**config.mk**
```make
export PLATFORM = sky130hd
export DESIGN_NAME = otsu_prefix_engine
export DESIGN_NICKNAME = d
export VERILOG_FILES = /design/src/rtl/otsu_pkg.sv /design/src/rtl/otsu_class_stats.sv /design/src/rtl/otsu_prefix_engine.sv
export SDC_FILE = /design/constraint.sdc
export NUM_CORES = 1
export LEC_CHECK = 0
export ABC_AREA = 1
export BUFFER_PORTS_ARGS = -buffer_cell sky130_fd_sc_hd__buf_2
export CAP_MARGIN = 10
export CORE_MARGIN = 2
export CORE_UTILIZATION = 40
export DETAILED_ROUTE_END_ITERATION = 16
export HOLD_SLACK_MARGIN = 0.03
export SYNTH_ARGS = -nofsm -noshare
export SYNTH_HDL_FRONTEND = slang
export SYNTH_SLANG_ARGS = --single-unit
```
**constraint.sdc**
```tcl
create_clock -name clk -period 6.7 [get_ports clk]
set_input_delay 0.67 -clock clk [delete_from_list [all_inputs] [get_ports clk]]
set_output_delay 0.67 -clock clk [all_outputs]
set_load 0.1 [all_outputs]
```
**src/rtl/otsu_pkg.sv**
```systemverilog
// Shared Otsu pipeline types and default sizing, used by the histogram,
// prefix and variance blocks.
package otsu_pkg;

   localparam int OTSU_NUM_BINS        = 256;
   localparam int OTSU_COUNT_WIDTH     = 32;
   localparam int OTSU_INTENSITY_WIDTH = 32;

   typedef enum logic [1:0] {
      IDLE = 2'd0,
      RUN  = 2'd1,
      DONE = 2'd2
   } otsu_state_e;

endpackage

```
**src/rtl/otsu_class_stats.sv**
```systemverilog
// Background-class statistics: w2/m2 = frame totals minus the cumulative values.
// Optional macro SATURATE_EN clamps the results to 0 instead of wrapping.
module otsu_class_stats
   import otsu_pkg::*;
#(
   parameter int COUNT_WIDTH     = OTSU_COUNT_WIDTH,
   parameter int INTENSITY_WIDTH = OTSU_INTENSITY_WIDTH
) (
   input  logic [COUNT_WIDTH-1:0]     total_w,
   input  logic [INTENSITY_WIDTH-1:0] total_m,
   input  logic [COUNT_WIDTH-1:0]     cum_w,
   input  logic [INTENSITY_WIDTH-1:0] cum_m,
   output logic [COUNT_WIDTH-1:0]     w2,
   output logic [INTENSITY_WIDTH-1:0] m2
);

`ifdef SATURATE_EN
   assign w2 = (cum_w > total_w) ? '0 : total_w - cum_w;
   assign m2 = (cum_m > total_m) ? '0 : total_m - cum_m;
`else
   assign w2 = total_w - cum_w;
   assign m2 = total_m - cum_m;
`endif

endmodule

```
**src/rtl/otsu_prefix_engine.sv**
```systemverilog
// Streaming prefix-sum stage for Otsu thresholding: raw bins in, per-bin class
// statistics out. Optional macro SATURATE_EN makes accumulators and w2/m2 saturate.
module otsu_prefix_engine
   import otsu_pkg::*;
#(
   parameter int  NUM_BINS        = OTSU_NUM_BINS,
   parameter int  COUNT_WIDTH     = OTSU_COUNT_WIDTH,
   parameter int  INTENSITY_WIDTH = OTSU_INTENSITY_WIDTH,
   localparam int BIN_WIDTH       = $clog2(NUM_BINS)
) (
   input  logic                       clk,
   input  logic                       rst_n,
   input  logic                       start,
   input  logic                       abort,
   input  logic [COUNT_WIDTH-1:0]     total_pixels,
   input  logic [INTENSITY_WIDTH-1:0] total_intensity_sum,
   input  logic [COUNT_WIDTH-1:0]     in_count,
   input  logic                       in_valid,
   input  logic                       in_last,
   output logic                       in_ready,
   output logic [COUNT_WIDTH-1:0]     w1,
   output logic [INTENSITY_WIDTH-1:0] m1,
   output logic [COUNT_WIDTH-1:0]     w2,
   output logic [INTENSITY_WIDTH-1:0] m2,
   output logic [BIN_WIDTH-1:0]       out_bin,
   output logic                       out_valid,
   output logic                       out_last,
   input  logic                       out_ready,
   output logic                       done,
   output logic                       err
);

   otsu_state_e                state_reg;
   logic [COUNT_WIDTH-1:0]     total_w_reg;
   logic [INTENSITY_WIDTH-1:0] total_m_reg;
   logic [COUNT_WIDTH-1:0]     acc_w_reg;
   logic [INTENSITY_WIDTH-1:0] acc_m_reg;
   logic [BIN_WIDTH-1:0]       bin_reg;
   logic                       last_taken_reg;

   logic [COUNT_WIDTH-1:0]     acc_w_next;
   logic [INTENSITY_WIDTH-1:0] acc_m_next;
   logic [INTENSITY_WIDTH-1:0] weighted_count;
   logic [COUNT_WIDTH-1:0]     w2_next;
   logic [INTENSITY_WIDTH-1:0] m2_next;
   logic                       accept;
   logic                       bin_is_final;
   logic                       beat_last;
   logic                       frame_err;

   // Once the final bin is in, stop taking input until the next start.
   assign in_ready = (state_reg == RUN) && !last_taken_reg && (!out_valid || out_ready);
   assign accept   = in_valid && in_ready;

   // Truncating both factors first keeps the product modulo 2^INTENSITY_WIDTH.
   assign weighted_count = INTENSITY_WIDTH'(in_count) * INTENSITY_WIDTH'(bin_reg);

`ifdef SATURATE_EN
   logic [COUNT_WIDTH:0]     sum_w;
   logic [INTENSITY_WIDTH:0] sum_m;

   assign sum_w      = {1'b0, acc_w_reg} + {1'b0, in_count};
   assign sum_m      = {1'b0, acc_m_reg} + {1'b0, weighted_count};
   assign acc_w_next = sum_w[COUNT_WIDTH] ? '1 : sum_w[COUNT_WIDTH-1:0];
   assign acc_m_next = sum_m[INTENSITY_WIDTH] ? '1 : sum_m[INTENSITY_WIDTH-1:0];
`else
   assign acc_w_next = acc_w_reg + in_count;
   assign acc_m_next = acc_m_reg + weighted_count;
`endif

   assign bin_is_final = (bin_reg == BIN_WIDTH'(NUM_BINS - 1));
   assign beat_last    = in_last || bin_is_final;
   assign frame_err    = in_last != bin_is_final;

   otsu_class_stats #(
      .COUNT_WIDTH     (COUNT_WIDTH),
      .INTENSITY_WIDTH (INTENSITY_WIDTH)
   ) u_class_stats (
      .total_w (total_w_reg),
      .total_m (total_m_reg),
      .cum_w   (acc_w_next),
      .cum_m   (acc_m_next),
      .w2      (w2_next),
      .m2      (m2_next)
   );

   always_ff @(posedge clk or negedge rst_n) begin
      if (!rst_n) begin
         state_reg      <= IDLE;
         total_w_reg    <= '0;
         total_m_reg    <= '0;
         acc_w_reg      <= '0;
         acc_m_reg      <= '0;
         bin_reg        <= '0;
         last_taken_reg <= 1'b0;
         w1             <= '0;
         m1             <= '0;
         w2             <= '0;
         m2             <= '0;
         out_bin        <= '0;
         out_valid      <= 1'b0;
         out_last       <= 1'b0;
         done           <= 1'b0;
         err            <= 1'b0;
      end else if (abort) begin
         state_reg      <= IDLE;
         last_taken_reg <= 1'b0;
         out_valid      <= 1'b0;
         out_last       <= 1'b0;
         done           <= 1'b0;
      end else begin
         case (state_reg)
            IDLE: begin
               done <= 1'b0;
               if (start) begin
                  total_w_reg    <= total_pixels;
                  total_m_reg    <= total_intensity_sum;
                  acc_w_reg      <= '0;
                  acc_m_reg      <= '0;
                  bin_reg        <= '0;
                  last_taken_reg <= 1'b0;
                  err            <= 1'b0;
                  state_reg      <= RUN;
               end
            end

            RUN: begin
               if (out_valid && out_ready) begin
                  out_valid <= 1'b0;
                  if (out_last) begin
                     out_last  <= 1'b0;
                     done      <= 1'b1;
                     state_reg <= DONE;
                  end
               end
               // A new beat can only arrive while the last one is not pending.
               if (accept) begin
                  acc_w_reg <= acc_w_next;
                  acc_m_reg <= acc_m_next;
                  w1        <= acc_w_next;
                  m1        <= acc_m_next;
                  w2        <= w2_next;
                  m2        <= m2_next;
                  out_bin   <= bin_reg;
                  out_valid <= 1'b1;
                  out_last  <= beat_last;
                  bin_reg   <= bin_reg + 1'b1;
                  if (beat_last) begin
                     last_taken_reg <= 1'b1;
                  end
                  if (frame_err) begin
                     err <= 1'b1;
                  end
               end
            end

            DONE: begin
               done      <= 1'b0;
               state_reg <= IDLE;
            end

            default: begin
               state_reg <= IDLE;
            end
         endcase
      end
   end

endmodule
```
* Word-level counts from Yosys, hierarchy flattened
Cells that the tools add are included.
Cells by class: add/sub/neg operators 5, multipliers 1, divide/modulo/power cells 0, $lt $le $gt $ge 0, eq/ne operators 12, shifts and indexed selects 0, muxes and demuxes 32, bitwise logic cells 1, reductions and logical operators 23
Operators by type and width (count):
- case mux 32 bit (2 select lines) | 2
- 2-to-1 mux 32 bit | 3
- adder 32 bit | 2
- subtractor 32 bit | 2
- multiplier 32 x 8 -> 32 bit | 1
- 2-to-1 mux 1 bit | 16
- 2-to-1 mux 8 bit | 2
- case mux 8 bit (2 select lines) | 1
- inequality test 3 bit (second input constant) | 4
- AND reduction 3 bit | 4
- nonzero test 3 bit | 3
- adder 8 x 1 -> 8 bit (second input constant) | 1
- equality test 8 bit (second input constant) | 1
- 2-to-1 mux 2 bit | 4
- AND reduction 4 bit | 2
- inequality test 2 bit (second input constant) | 3
- case mux 1 bit (2 select lines) | 3
- AND reduction 5 bit | 1
- logical AND 1 bit | 4
- case mux 2 bit (2 select lines) | 1
- nonzero test 2 bit | 2
- inequality test 3 x 2 -> 1 bit (second input constant) | 1
- equality test 2 x 1 -> 1 bit (second input constant) | 1
- equality test 2 bit (second input constant) | 1
- 7 further kinds | 9
Word-level totals: register bits after elaboration 279, bits in latches 0, bits in writable memories 0, bits in read-only memories 0, input port bits 103, output and inout bits 141, word-level logic and storage cells 90, memories 0

* Longest topological paths before layout
word-level depth 7, mapped depth 38, depth with buffers taken out 36

* By module
A second synthesis with hierarchy kept.
Second synthesis, totals: cell total of the unflattened synthesis 3841, area total of the unflattened synthesis 25873.6 µm²
By module, submodules not included:
- otsu_prefix_engine | times used 1, cells each 2771, area each 20846.2 µm², seq. area each 6981.7 µm²
- otsu_class_stats | times used 1, cells each 1070, area each 5027.3 µm², seq. area each 0.0 µm²

* Worst setup path after synthesis
OpenSTA, ideal clock, no wires.
path kind reg2reg, start register bin_reg[3], end register m2[23], library setup time 0.129 ns, data arrival time 5.635 ns, required time 6.571 ns, path slack 0.937 ns, cell stages (with the launch flop) 35, buffers on the path 2, clock period less this slack 5.763 ns, cells stage by stage dfrtp_1 -> clkbuf_1 -> buf_1 -> nand2_1 -> fa_1 -> fa_1 -> inv_1 -> fa_1 -> inv_1 -> fa_1 -> inv_1 -> ha_1 -> nand2_1 -> nor2_1 -> nand2_1 -> nand3_1 -> xor2_1 -> inv_1 -> ha_1 -> nand2_1 -> inv_1 -> nand3_1 -> inv_1 -> nand3_1 -> nand3_1 -> nand2_1 -> inv_1 -> nand3_1 -> nand3_1 -> nand2_1 -> nand2_1 -> nand2_1 -> nand2_1 -> xor2_1 -> o21ai_1
Between the ends: cells in the longest elaborated chain, start to end 3
RTL lines:
- start: declaration | line otsu_prefix_engine.sv:38 | logic [BIN_WIDTH-1:0] bin_reg;
- start signal: assignment | line otsu_prefix_engine.sv:147 | bin_reg <= bin_reg + 1'b1;
- multiplier 32 x 8 -> 32 bit | line otsu_prefix_engine.sv:56 | assign weighted_count = INTENSITY_WIDTH'(in_count) * INTENSITY_WIDTH'(bin_reg);
- adder 32 bit | line otsu_prefix_engine.sv:68 | assign acc_m_next = acc_m_reg + weighted_count;
- subtractor 32 bit | line otsu_class_stats.sv:22 | assign m2 = total_m - cum_m;
- end signal: assignment | line otsu_prefix_engine.sv:143 | m2 <= m2_next;
- end: declaration | line otsu_prefix_engine.sv:24 | output logic [INTENSITY_WIDTH-1:0] m2,
No other way between the ends. A chain may end at the register's enable or synchronous reset.

* Final worst setup path
start register bin_reg[0], end register m2[23]
Same word-level chain as after synthesis.

==> qor.csv <==
stage,metric,value,unit
outcome,outcome,"complete, no violations",
setup_path,cp_slowest_cell,dfrtp_2,
yosys,seq_area_frac_synth,28.6,%
timing,post-route-period-util,93.6,%
clock_network,clk_latency,580,ps
grt,overflow,0,
timing,skew,21.3,ps
yosys,synth.distinct_cells,56,
yosys,synth_edf_count,0,
timing,fmaxAchievable,0.159,GHz
clock_network,clock-sinks,279,
pwr,max-vdd-ir-drop,0.447,mV
setup_path,cp_max_fo,14,
floorplan,io_pins,244,
pwr,power_density,468,nW/µm²
yosys,syn_nets,3734,
setup_path,worstSetupStartpointType,flop,
floorplan,die_y,251,µm
clock_network,path_clk_slew,60,ps
setup_path,crit_top_cell,nand2_1,
clock_network,clockRootBuffer,clkbuf_16,
setup_path,critical_path_buf_inv_count,7,
hold_path,min_path_type,input pin to asynchronous set/reset pin,
yosys,synth-seq-cells,279,
placement,gp_congestion,0.955,
setup_path,cp_top_family,adder cells,
pwr,p_total,0.0131,W
setup_path,critPathMaxStageDelay,580,ps
finish,final_common_cell,nand2_1,
finish,finish.instance_area,27900,µm²
setup_path,cp.required,7130,ps
grt,grt_pass1_wl,122,mm
setup_path,path_class,flop to flop,
finish,drive_above_1_share,14.1,%
yosys,synth_ff_type,dfrtp_1,
timing,finalMaxSlewViolations,0,
finish,nets,3962,
timing,rsz0062_at_grt,false,
finish,nFillCells,6176,
timing,finalSetupViolations,0,
timing,max_slew_margin,37.8,%
clock_network,cts_hold_buf,0,
finish,multi_input_area,14600,µm²
detailed_routing,drt-total-wl,77.3,mm
timing,finalHoldViolCount,0,
timing,fin_crit,6270,ps
detailed_routing,wire_per_inst,17.7,µm
yosys,syn_area_per_cell,7.34,µm²
detailed_routing,drtIter0Drc,1249,
detailed_routing,ant_nets,0,
grt,grt_max_degree,128,
yosys,async_flop_share,100,%
floorplan,coreArea,60200,µm²
grt,grt.total_usage,25.0,%
placement,port_buffers,243,
timing,tightest_slew,931,ps
clock_network,tritoncts,yes,
detailed_routing,drc,0,
setup_path,cp-end-kind,flop,
finish,area_growth,14.5,%
flow_run,max_cap_violations,0,
clock_network,cts_buffers,36,
detailed_routing,via_per_inst,4.87,
detailed_routing,first_pass_iters,5,
floorplan,initial_core_util,40.5,%
yosys,postSynthCellCount,3320,
floorplan,fp.dieW,251,µm
setup_path,worstPathArrival,6700,ps
grt,grt_pass1_vias,21900,
clock_network,h-tree-depth,2,
yosys,yosysWarnings,0,
timing,setup_tns,0,ps
floorplan,row_count,90,
finish,final-seq-area,6990,µm²
detailed_routing,via_count,21200,
clock_network,clk_path_buf_depth,3,
placement,post-dp-hpwl,61.7,mm
finish,mostFrequentLayoutCells,"1,150 x nand2_1, 617 x inv_1, 272 x dfrtp_1, 242 x buf_2, 189 x fa_1",
placement,dpl-instance-area,26600,µm²
grt,antenna_found_initial,4,
yosys,synth_area,24400,µm²
pwr,p_leak,16.3,nW
floorplan,die_area,62900,µm²
cells in the mapped netlist (all sizes together), types with 2 or more instances:
cell type	instances	share of area, %
or2	20	0.51
xnor2	36	1.3
a221oi	5	0.18
inv	640	9.9
xor2	48	1.7
o21bai	6	0.20
and2	3	0.092
nand2	1192	19
clkbuf	87	1.4
buf	13	0.26
o221ai	2	0.072
a21boi	5	0.15
nor3	22	0.53
a31oi	2	0.051
o21ai	167	3.5
dfrtp	279	29
o211ai	3	0.092
nand4	27	0.80
a21o	10	0.31
nor4	10	0.26
a21oi	118	2.5
o21a	6	0.18
fa	189	16
ha	122	6.3
nand3	151	3.6
nand3b	4	0.12
nor2	143	2.6
o31ai	5	0.15
cells by family (layout without fill, tap and decap cells):
logic type | after synthesis | in the layout | share of synthesized area (%)
AND/OR/NAND/NOR | 1573 | 1573 | 27.5
buffers and inverters | 741 | 997 | 11.6
AO/OA/AOI/OAI | 332 | 332 | 7.46
adder cells (fa/ha/maj) | 311 | 311 | 21.8
flip-flops | 279 | 279 | 28.6
XOR/XNOR | 84 | 84 | 3.02
other | 0 | 4 | 0
final cells by class:
cell class              instances  area share (%)
clock buffers                  45            3.50
clock inverters                21            1.12
diodes                          4          0.0359
repair buffers                290            5.84
multi-input cells            2300            52.3
flip-flops and latches        279            25.1
inverters                     641            8.64
well taps                     782            3.51
worst reg2reg max path: cells and delay by family, from the launching register on:
| family | cells | cell delay (ps) |
|---|---|---|
| adder cells (fa/ha/maj) | 6 | 2770 |
| buffers and inverters | 7 | 540 |
| AND/OR/NAND/NOR | 16 | 1750 |
| XOR/XNOR | 2 | 430 |
| AO/OA/AOI/OAI | 1 | 70 |
| flip-flops | 1 | 580 |
layer usage:
metal	global-route usage, %	up-vias	part of all wire, %
li1	-	10500	-
met1	32.4	10100	44
met2	43.3	517	48
met3	2.70	114	4.3
met4	9.02	0	3.5
met5	0	-	0
repair_timing:
action                     CTS  global route
setup buffers                0             0
gates resized for setup      0             9
setup endpoints to repair    0            13
power by group:
group,switching [W],internal [W]
sequential,0.000324,0.00223
clock,0.000855,0.00128
combinational,0.00632,0.00206
stage by stage:
stage	std cells	hold WS [ps]	utilization [%]	setup slack [ps]
floorplan	3320	374	-	937
global placement	4292	450	44.1	172
detailed placement	4292	454	44.1	28.2
CTS	4358	112	46.3	85.3
global route	4362	155	46.3	85.4
finish	4362	68.6	46.3	427
worst paths after layout:
path,depth (start not counted),slack [ps],from,endpoint
max,32,430,bin_reg[0],m2[23]
min,1,70,rst_n,acc_m_reg[11]
max reg2reg,32,430,bin_reg[0],m2[23]
min reg2reg,2,470,m1[11],m1[11]
max in group asynchronous,2,5210,rst_n,bin_reg[2]
min in group clk,3,290,total_pixels[22],total_w_reg[22]
Power figures use the tool's default switching activity.
